==> config.mk <==
export PLATFORM = sky130hd
export DESIGN_NAME = vga_scan
export DESIGN_NICKNAME = d
export VERILOG_FILES = /design/src/rtl/vga_scan.sv
export SDC_FILE = /design/constraint.sdc
export NUM_CORES = 1
export LEC_CHECK = 0
export BUFFER_PORTS_ARGS = -buffer_cell sky130_fd_sc_hd__buf_4
export CORE_UTILIZATION = 48
export DETAILED_ROUTE_END_ITERATION = 16
export HOLD_SLACK_MARGIN = 0.15
export PLACE_DENSITY = 0.74
export SKIP_LAST_GASP = 1
export SYNTH_ARGS = -nofsm -noshare
export SYNTH_HDL_FRONTEND = slang
export SYNTH_SLANG_ARGS = --single-unit
==> constraint.sdc <==
create_clock -name CLK -period 1.8 [get_ports CLK]
set_input_delay 0.36 -clock CLK [delete_from_list [all_inputs] [get_ports CLK]]
set_output_delay 0.36 -clock CLK [all_outputs]
set_load 0.02 [all_outputs]
==> src/rtl/vga_scan.sv <==
// Purpose : 640x480@60 VGA scan-out; reads a 256x256 RGB framebuffer and a 32x16 char map, overlays 8x16 glyphs.
// Latency : counter state reaches the pins exactly 5 cycles later; FRAME_END is 1 cycle after its counter state.
// Backpr. : none; free-running raster, RAM/ROM read ports are addressed every cycle and must answer in 1 cycle.
//
// Ports:
//   CLK, NRST      pixel clock, synchronous active-low reset
//   TXT_EN         character overlay enable, sampled with each pixel's counter state
//   FB_ADDR/DATA   framebuffer read port {fy,fx} -> {R,G,B}, data 1 cycle after address
//   CH_ADDR/DATA   character map read port {cy,cx} -> code, data 1 cycle after address
//   FONT_ADDR/DATA font ROM read port {code,row} -> glyph row (bit 7 leftmost), data 1 cycle after address
//   VGA_*          colour, active-low syncs, blank; FRAME_END pulses at start of vertical blanking
module vga_scan #(
  parameter int          H_ACTIVE = 640,
  parameter int          H_FP     = 16,
  parameter int          H_SYNC   = 96,
  parameter int          H_BP     = 48,
  parameter int          V_ACTIVE = 480,
  parameter int          V_FP     = 10,
  parameter int          V_SYNC   = 2,
  parameter int          V_BP     = 33,
  parameter int          IMG_X0   = 192,
  parameter int          IMG_Y0   = 112,
  parameter logic [23:0] BORDER   = 24'h000000,
  parameter logic [23:0] TXT_RGB  = 24'hFFFFFF
) (
  input  logic        CLK,
  input  logic        NRST,
  input  logic        TXT_EN,
  output logic [15:0] FB_ADDR,
  input  logic [23:0] FB_DATA,
  output logic [8:0]  CH_ADDR,
  input  logic [7:0]  CH_DATA,
  output logic [11:0] FONT_ADDR,
  input  logic [7:0]  FONT_DATA,
  output logic [7:0]  VGA_R,
  output logic [7:0]  VGA_G,
  output logic [7:0]  VGA_B,
  output logic        VGA_HS,
  output logic        VGA_VS,
  output logic        VGA_BLANK_N,
  output logic        FRAME_END
);

  localparam logic [9:0] C_H_ACT  = 10'(H_ACTIVE);
  localparam logic [9:0] C_HS_BEG = 10'(H_ACTIVE + H_FP);
  localparam logic [9:0] C_HS_END = 10'(H_ACTIVE + H_FP + H_SYNC);
  localparam logic [9:0] C_H_LAST = 10'(H_ACTIVE + H_FP + H_SYNC + H_BP - 1);
  localparam logic [9:0] C_V_ACT  = 10'(V_ACTIVE);
  localparam logic [9:0] C_VS_BEG = 10'(V_ACTIVE + V_FP);
  localparam logic [9:0] C_VS_END = 10'(V_ACTIVE + V_FP + V_SYNC);
  localparam logic [9:0] C_V_LAST = 10'(V_ACTIVE + V_FP + V_SYNC + V_BP - 1);
  localparam logic [9:0] C_X0     = 10'(IMG_X0);
  localparam logic [9:0] C_Y0     = 10'(IMG_Y0);

  // Per-pixel sideband travelling alongside the memory reads.
  typedef struct packed {
    logic       active;
    logic       in_img;
    logic       hs;
    logic       vs;
    logic       txt;
    logic [2:0] col;
  } meta_t;

  logic [9:0]  r_hc, r_vc;
  logic [9:0]  w_dx, w_dy;
  logic        w_active;
  meta_t       w_meta0;
  meta_t       r_meta1, r_meta2, r_meta3, r_meta4;
  logic [3:0]  r_row1, r_row2;
  logic [15:0] r_fb_addr;
  logic [8:0]  r_ch_addr;
  logic [11:0] r_font_addr;
  logic [23:0] r_fb3, r_fb4;
  logic [7:0]  r_char3, r_char4;
  logic        w_glyph;
  logic [23:0] w_rgb;
  logic [23:0] r_rgb;
  logic        r_hs_n, r_vs_n, r_blank_n, r_frame_end;

  // Raster counters
  always_ff @(posedge CLK) begin
    if (!NRST) begin
      r_hc <= '0;
      r_vc <= '0;
    end else if (r_hc == C_H_LAST) begin
      r_hc <= '0;
      r_vc <= (r_vc == C_V_LAST) ? '0 : r_vc + 10'd1;
    end else begin
      r_hc <= r_hc + 10'd1;
    end
  end

  // Stage 0 decode. Offsets wrap modulo 1024, so anything left of / above
  // the image lands far above 255 and fails the in-image compare.
  assign w_dx     = r_hc - C_X0;
  assign w_dy     = r_vc - C_Y0;
  assign w_active = (r_hc < C_H_ACT) && (r_vc < C_V_ACT);

  always_comb begin
    w_meta0        = '0;
    w_meta0.active = w_active;
    w_meta0.in_img = w_active && (w_dx < 10'd256) && (w_dy < 10'd256);
    w_meta0.hs     = (r_hc >= C_HS_BEG) && (r_hc < C_HS_END);
    w_meta0.vs     = (r_vc >= C_VS_BEG) && (r_vc < C_VS_END);
    w_meta0.txt    = TXT_EN;
    w_meta0.col    = w_dx[2:0];
  end

  // Stage 4 colour select; FONT_DATA for this pixel is valid now.
  assign w_glyph = FONT_DATA[3'd7 - r_meta4.col];

  always_comb begin
    w_rgb = r_fb4;
    if (!r_meta4.active) begin
      w_rgb = '0;
    end else if (!r_meta4.in_img) begin
      w_rgb = BORDER;
    end else if (r_meta4.txt && (r_char4 != 8'd0) && w_glyph) begin
      w_rgb = TXT_RGB;
    end
  end

  // Pipeline: S1 addresses, S2 font address + FB delay, S3/S4 delay, S5 pins.
  always_ff @(posedge CLK) begin
    if (!NRST) begin
      r_meta1     <= '0;
      r_meta2     <= '0;
      r_meta3     <= '0;
      r_meta4     <= '0;
      r_row1      <= '0;
      r_row2      <= '0;
      r_fb_addr   <= '0;
      r_ch_addr   <= '0;
      r_font_addr <= '0;
      r_fb3       <= '0;
      r_fb4       <= '0;
      r_char3     <= '0;
      r_char4     <= '0;
      r_rgb       <= '0;
      r_hs_n      <= 1'b1;
      r_vs_n      <= 1'b1;
      r_blank_n   <= 1'b0;
      r_frame_end <= 1'b0;
    end else begin
      r_fb_addr   <= {w_dy[7:0], w_dx[7:0]};
      r_ch_addr   <= {w_dy[7:4], w_dx[7:3]};
      r_meta1     <= w_meta0;
      r_meta2     <= r_meta1;
      r_meta3     <= r_meta2;
      r_meta4     <= r_meta3;
      r_row1      <= w_dy[3:0];
      r_row2      <= r_row1;
      r_font_addr <= {CH_DATA, r_row2};
      r_char3     <= CH_DATA;
      r_char4     <= r_char3;
      r_fb3       <= FB_DATA;
      r_fb4       <= r_fb3;
      r_rgb       <= w_rgb;
      r_hs_n      <= ~r_meta4.hs;
      r_vs_n      <= ~r_meta4.vs;
      r_blank_n   <= r_meta4.active;
      r_frame_end <= (r_hc == 10'd0) && (r_vc == C_V_ACT);
    end
  end

  assign FB_ADDR     = r_fb_addr;
  assign CH_ADDR     = r_ch_addr;
  assign FONT_ADDR   = r_font_addr;
  assign VGA_R       = r_rgb[23:16];
  assign VGA_G       = r_rgb[15:8];
  assign VGA_B       = r_rgb[7:0];
  assign VGA_HS      = r_hs_n;
  assign VGA_VS      = r_vs_n;
  assign VGA_BLANK_N = r_blank_n;
  assign FRAME_END   = r_frame_end;

endmodule

**After elaboration in Yosys (flattened, before gate mapping)**

Cells that the tools add are included.

- Register bits: 189
- Output and inout bits: 65
- Word-level logic and storage cells: 76

- Add/sub/neg operators: 5
- Order comparisons: 9
- Equality and inequality tests: 3
- Muxes and demuxes: 4
- Bitwise operators: 3
- Reductions and logical operators: 12

Operators with widths:

| cell | number |
|---|---|
| < comparator 10 x 9 -> 1 bit, second input constant | 4 |
| two-way mux 24 bit | 1 |
| adder 10 x 1 -> 10 bit, second input constant | 2 |
| == test 10 bit, second input constant | 2 |
| < comparator 10 bit, second input constant | 2 |
| == test 10 x 9 -> 1 bit, second input constant | 1 |
| greater-or-equal comparator 10 bit, second input constant | 1 |
| greater-or-equal comparator 10 x 9 -> 1 bit, second input constant | 1 |
| logical NOT 10 bit | 1 |
| two-way mux 10 bit | 1 |
| subtractor 10 x 7 -> 10 bit, second input constant | 1 |
| subtractor 10 x 8 -> 10 bit, second input constant | 1 |
| logical AND 1 bit | 8 |
| nonzero test 8 bit | 1 |
| < comparator 3 x 4 -> 1 bit, second input constant | 1 |
| binary-select mux 1 bit (select 3 bit) | 1 |
| NOT 1 bit | 3 |
| AND reduction 3 bit | 1 |
| subtractor 3 bit, first input constant | 1 |
| OR reduction 2 bit | 1 |
| two-way mux 1 bit | 1 |

**Depth between registers and ports, before layout**

Gate-level depths: netlist (run 1).

- Depth in word-level cells: 5
- Mapped depth: 7
- Mapped depth without buffers: 6

**Worst setup path before layout (run 1)**

Ideal clock, no wire load.

- Path type: reg2reg
- Start: register r_hc[6]
- End: register r_vc[9]
- Library setup time: 0.071 ns
- Arrival time: 1.772 ns
- Path slack: -0.043 ns
- Stages on the path, launching flop included: 8
- Buffers on the path: 1
- Clock period less this slack: 1.843 ns
- Cell sequence: dfxtp_1 > inv_1 > ha_1 > nand4b_4 > or2_1 > buf_6 > or4b_1 > a21oi_1

- Word-level cells in the longest chain between the ends: 1

RTL lines:

| element | line | text |
|---|---|---|
| start: declaration | 65 | `logic [9:0] r_hc, r_vc;` |
| start signal: assignment | 90 | `r_hc <= r_hc + 10'd1;` |
| == test 10 bit | 86 | `end else if (r_hc == C_H_LAST) begin` |
| end signal: assignment | 88 | `r_vc <= (r_vc == C_V_LAST) ? '0 : r_vc + 10'd1;` |
| end: declaration | 65 |  |

Every way passes these cells.
A chain may end at the register's enable or synchronous reset.

**Worst setup path in the final report (run 1)**

Ends and elaborated chain as after synthesis.

==> out/results.ini, run 1 <==
[detailed_routing]
wl_per_cell_um = 13.26
highest_layer = met4
wl_met2_mm = 5.276
met1_length_mm = 4.222
drc = 0
dr.pass1.iters = 4
routed_via_density = 4.716
wl_met3_um = 543
antenna_left = 0
drt-initial-drc-count = 138
wl_mm = 10.21
via_count = 3631

[worst_hold_path]
hold_path.class = primary input to flop
hold_start = NRST

[synth]
synth_nets = 532
synth.top_cell.area_share_pct = 61.70
syn_area_um2 = 5354
synth_warnings = 0
synth-edff-count = 0
ys_seq_area_share_pct = 61.70
synth.distinct_cells = 43
synth-seq-cells = 165
synth_ff_type = dfxtp_1
syn_inst = 479
async_flop_share_pct = 0
ys_top_cells_by_area = dfxtp_1, and2_1, a21o_1, ha_1, buf_4
synth_area_leader_cell = dfxtp_1
postSynthAreaPerCell_um2 = 11.18

[placement]
dpl.hpwl_mm = 6.411
place_worst_setup_slack_ps = 2.306
dp_cells = 705
gp_congestion = 0.8578
portBuffers = 107
place_area_um2 = 6285

[timing]
period_share_pct = 96.75
clock_skew_ps = 9.820
setup_viol = 0
finalHoldViolCount = 0
fin_crit_ps = 1742
slew_viol_final = 0
max_freq_ghz = 0.5742
slew_headroom_pct = 66.70
postLayoutSetupSlackWorst_ps = 58.48
rsz0062_at_grt = yes
worst_pin_slew_ps = 494.9

[floorplan]
initial_core_util_pct = 49.39
row_count = 38
dieArea_um2 = 11580
core_area_um2 = 10840
ios = 108
die_h_um = 107.6
die_x_um = 107.6

[worst_setup_path]
cp-startpoint = r_hc[6]
cp_max_fo = 8
arrival_ps = 2180
r2r-start = r_hc[6]
cp-end-kind = flop
critPathRequiredTime_ps = 2240
cp-start-kind = flop
path_class = flop to flop

[clocking]
cts_root_buf = clkbuf_8
clk_latency_ps = 510
ctsHtreeMaxLevel = 4
clockBufferDepth = 2
cts_sinks = 165
path_clk_slew_ps = 60
cts_tree = yes
numCtsBuffers = 17

[grt]
grt_usage_pct = 18.88
grt_max_degree = 77
grt_pass1_wl_mm = 16.70
antenna_found_initial = 0
grt_overflow = 0
grt_pass1_vias = 3609

[power]
power_leakage_uw = 0.003306
pwr_density_cell_nw_per_um2 = 1101
ir_drop_mv = 0.5906

[final_layout]
nNetsFinal = 671
stdcell_area_um2 = 7291
final_common_cell = dfxtp_1
antenna_cells = 0
final_cell_mix = dfxtp_1, buf_4, and2_1
final_cells = 770
final_util_pct = 67.26
final_layout_size_suffix_gt1_share_pct = 27.14
area_growth_pct = 36.18

[run_status]
run_status = finished clean

[job]
cap_violations = 0

through the flow:
stage / TNS [ps] / total power (µW) / hold slack [ps]
after detailed placement: 0 / 4132 / 347.7
after CTS: 0 / 8107 / 184.8
after global placement: 0 / 4121 / 347.2
after floorplan: 0 / 3998 / 343.4
after global routing: -2.777 / 8319 / 195.4
final: 0 / 8024 / 214.9
area by class of cell:
class / count / area, µm²
clock buffers: 18 / 427.9
clock inverters: 13 / 230.2
fillers: 800 / 3550
inverters: 11 / 41.29
multi-input cells: 264 / 1822
flip-flops and latches: 165 / 3306
well taps: 140 / 175.2
repair buffers: 159 / 1289
critical path: stages, from the launching register on:
cell	delay, ps
dfxtp_2	320
inv_1	90
ha_2	210
nand4b_4	110
or2_4	290
or4b_1	510
a21oi_1	140
worst paths after layout:
kind,endpoint,slack [ps],cells after the start
worst min register to register,VGA_HS,360,1
worst min-delay path,r_vc[9],210,3
worst max-delay path,r_vc[9],60,6
worst max register to register,r_vc[9],60,6
layer usage:
layer / global-route usage, % / vias up
met5: 0 / -
met4: 8.806 / 0
met2: 32.78 / 113
li1: - / 1814
met1: 21.19 / 1688
met3: 5.508 / 16
state kept, by name, indices dropped and copies added, names as in the netlist:
register / count
r_fb3: 24
r_fb4: 24
r_rgb: 24
FONT_ADDR: 12
FB_ADDR: 11
r_hc: 10
r_vc: 10
r_char4: 8
r_meta2: 8
r_meta3: 8
r_meta4: 8
r_meta1: 7
r_row2: 4
r_row1: 3
FRAME_END: 1
VGA_BLANK_N: 1
VGA_HS: 1
VGA_VS: 1
where the power goes:
| group | total, µW | internal [µW] | switching (µW) | leakage [µW] |
|---|---|---|---|---|
| logic | 340 | 199 | 141 | 0.00164 |
| clock network | 3910 | 2560 | 1350 | 0.000313 |
| registers | 3770 | 3740 | 30.6 | 0.00135 |
cells by family after synthesis:
group | share of synthesized area (%)
compound gates | 6.122
mux | 1.355
simple gates | 21.13
buf+inv | 4.744
flops | 61.70
fa+ha+maj | 2.337
xor+xnor | 2.617
synth_stat cells, types with 2 or more instances:
cell type,number
nor2_1,20
buf_2,4
nor3_1,7
or4_1,2
a21boi_0,2
and2_1,114
nor2b_1,4
a21oi_1,5
clkbuf_1,18
nand3b_1,2
nand2_1,12
dfxtp_1,165
and3_1,2
mux2i_1,5
nor4_1,6
o211ai_1,2
inv_1,11
buf_4,14
xor2_1,4
ha_1,10
nand3_1,8
xnor2_1,12
a21o_1,24
a31oi_1,2
o31ai_1,2
nand4_1,5
timing repair:
action	CTS	global route
endpoints found under the setup margin	2	2
pin swaps	0	1
gates cloned	0	0
hold buffers	33	0
resized for setup	1	2
hold endpoints to repair	33	0
buffers inserted	0	1
Note: power is estimated with default switching activity, not from simulation.
==> inputs of run 2 (changes only) <==
--- a/config.mk
+++ b/config.mk
@@ -6,10 +6,12 @@
 export NUM_CORES = 1
 export LEC_CHECK = 0
 export BUFFER_PORTS_ARGS = -buffer_cell sky130_fd_sc_hd__buf_4
-export CORE_UTILIZATION = 48
+export CELL_PAD_IN_SITES_DETAIL_PLACEMENT = 1
+export CELL_PAD_IN_SITES_GLOBAL_PLACEMENT = 1
+export CORE_UTILIZATION = 38
 export DETAILED_ROUTE_END_ITERATION = 16
 export HOLD_SLACK_MARGIN = 0.15
-export PLACE_DENSITY = 0.74
+export PLACE_DENSITY_LB_ADDON = 0.1
 export SKIP_LAST_GASP = 1
 export SYNTH_ARGS = -nofsm -noshare
 export SYNTH_HDL_FRONTEND = slang
==> out/results.ini, run 2 (synthesis gave the netlist of run 1 again) <==
[run_status]
run_status = finished clean

[clocking]
cts_tree = yes
cts_root_buf = clkbuf_16
numCtsBuffers = 17
clockBufferDepth = 2
clk_latency_ps = 420
ctsHtreeMaxLevel = 4
cts_sinks = 165
path_clk_slew_ps = 60

[worst_hold_path]
whs_path_depth = 2
hold_start = CH_DATA[2]
whs_endpoint = FONT_ADDR[6]
hold_path.class = primary input to flop

[timing]
finalHoldViolCount = 0
clock_skew_ps = 9.534
period_share_pct = 96.86
slew_viol_final = 0
fin_crit_ps = 1743
max_freq_ghz = 0.5736
slew_headroom_pct = 66.79
setup_viol = 0
worst_pin_slew_ps = 493.6
postLayoutSetupSlackWorst_ps = 56.57

[detailed_routing]
antenna_left = 0
wl_mm = 11.32
drt-initial-drc-count = 159
wl_per_cell_um = 14.00
dr.pass1.iters = 4
via_count = 3610
drc = 0
routed_via_density = 4.462

[grt]
grt_pass1_wl_mm = 17.84
grt_max_degree = 57
grtUsageMet1_pct = 18.68
grtUsageMet3_pct = 4.528
globalRouteMet2Util_pct = 27.05
antenna_found_initial = 0
grt_pass1_vias = 3678
grt_overflow = 0
grt_usage_pct = 16.19
busiest_layer = met2

[floorplan]
die_h_um = 120.7
dieArea_um2 = 14570
row_count = 43
ios = 108
die_x_um = 120.7
initial_core_util_pct = 38.72
core_area_um2 = 13830

[power]
power_leakage_uw = 0.003257
ir_drop_mv = 0.5824
pwr_density_cell_nw_per_um2 = 1024

[final_layout]
nNetsFinal = 672
antenna_cells = 0
final_util_pct = 52.31
largestRegisters = r_fb3 x24, r_fb4 x24, r_rgb x24
area_growth_pct = 35.10
multiInputGateArea_um2 = 1838
final_cell_mix = dfxtp_1, buf_4, and2_1
final_layout_size_suffix_gt1_share_pct = 27.98
final_common_cell = dfxtp_1
stdcell_area_um2 = 7233
regArea_um2 = 3306
fillers = 1463

[worst_setup_path]
critical-path-max-stage-delay_ps = 530
cp_max_fo = 7
cp-end-kind = flop
cp_cell_sequence = inv_1 > ha_2 > nand4b_4 > or2_4 > or4b_4 > a21oi_2
arrival_ps = 2090
r2r-start = r_hc[6]
timing.rr.end = r_vc[9]
cp-start-kind = flop
regToRegSetupSlack_ps = 60
cp_slowest_cell = or4b_4
path_class = flop to flop
reg2reg_depth = 6
critPathRequiredTime_ps = 2150

[placement]
place_worst_setup_slack_ps = 4.572
gp_congestion = 0.8516
dpl.hpwl_mm = 7.393
place_area_um2 = 6380
portBuffers = 107

[job]
cap_violations = 0

## run 2: metal layers
layer | vias up | share of wire, % | routed length (µm)
met5 | - | 0 | 0
met4 | 0 | 2.6 | 295
met3 | 23 | 4.3 | 486
met2 | 79 | 50 | 5680
met1 | 1693 | 43 | 4861
li1 | 1815 | - | -
## run 2: final cells by class
| type | instances | area share (%) |
|---|---|---|
| Tap cell | 180 | 3.114 |
| Inverter | 11 | 0.5708 |
| Clock buffer | 20 | 6.314 |
| Sequential cell | 165 | 45.70 |
| Multi-Input combinational cell | 264 | 25.41 |
| Clock inverter | 9 | 1.142 |
| Timing Repair Buffer | 160 | 17.75 |
## run 2: worst max path at each step
| stage | slack [ps] | depth (start not counted) | start | endpoint |
|---|---|---|---|---|
| after global placement | 90 | 8 | r_hc[6] | r_vc[8] |
| after global routing | -7 | 6 | r_hc[6] | r_vc[9] |
| after floorplan | 9 | 7 | r_hc[6] | r_vc[9] |
| after detailed placement | 5 | 6 | r_hc[7] | r_vc[7] |
| final | 60 | 6 | r_hc[6] | r_vc[9] |
| after CTS | 0.5 | 6 | r_hc[7] | r_vc[7] |
## run 2: power breakdown
part / switching (µW) / total, µW / internal, µW
clock network: 1360 / 3300 / 1940
registers: 31.0 / 3770 / 3740
logic: 140 / 337 / 196
total: 1530 / 7410 / 5880
## run 2: what timing repair did
item	in CTS	in global routing
setup endpoints to repair	0	8
resized for setup	0	6
hold buffers	27	1
setup buffers	0	1
endpoints found under the hold margin	27	1
## run 2: critical path: cells and delay by family, from the launching register on
| family | cells | cell delay, ps |
|---|---|---|
| buffers and inverters | 1 | 70 |
| adder cells (fa/ha/maj) | 1 | 210 |
| flip-flops | 1 | 310 |
| AO/OA/AOI/OAI | 1 | 160 |
| AND/OR/NAND/NOR | 3 | 910 |
## run 2: per-stage QoR
step	power [µW]	hold slack [ps]	instances	TNS, ps
floorplan	3998	343.4	479	0
finish	7410	162.2	809	0
detailed placement	4142	349.9	751	0
global placement	4132	350.9	751	0
global route	7688	163.4	809	-6.732
CTS	7494	150.3	807	0
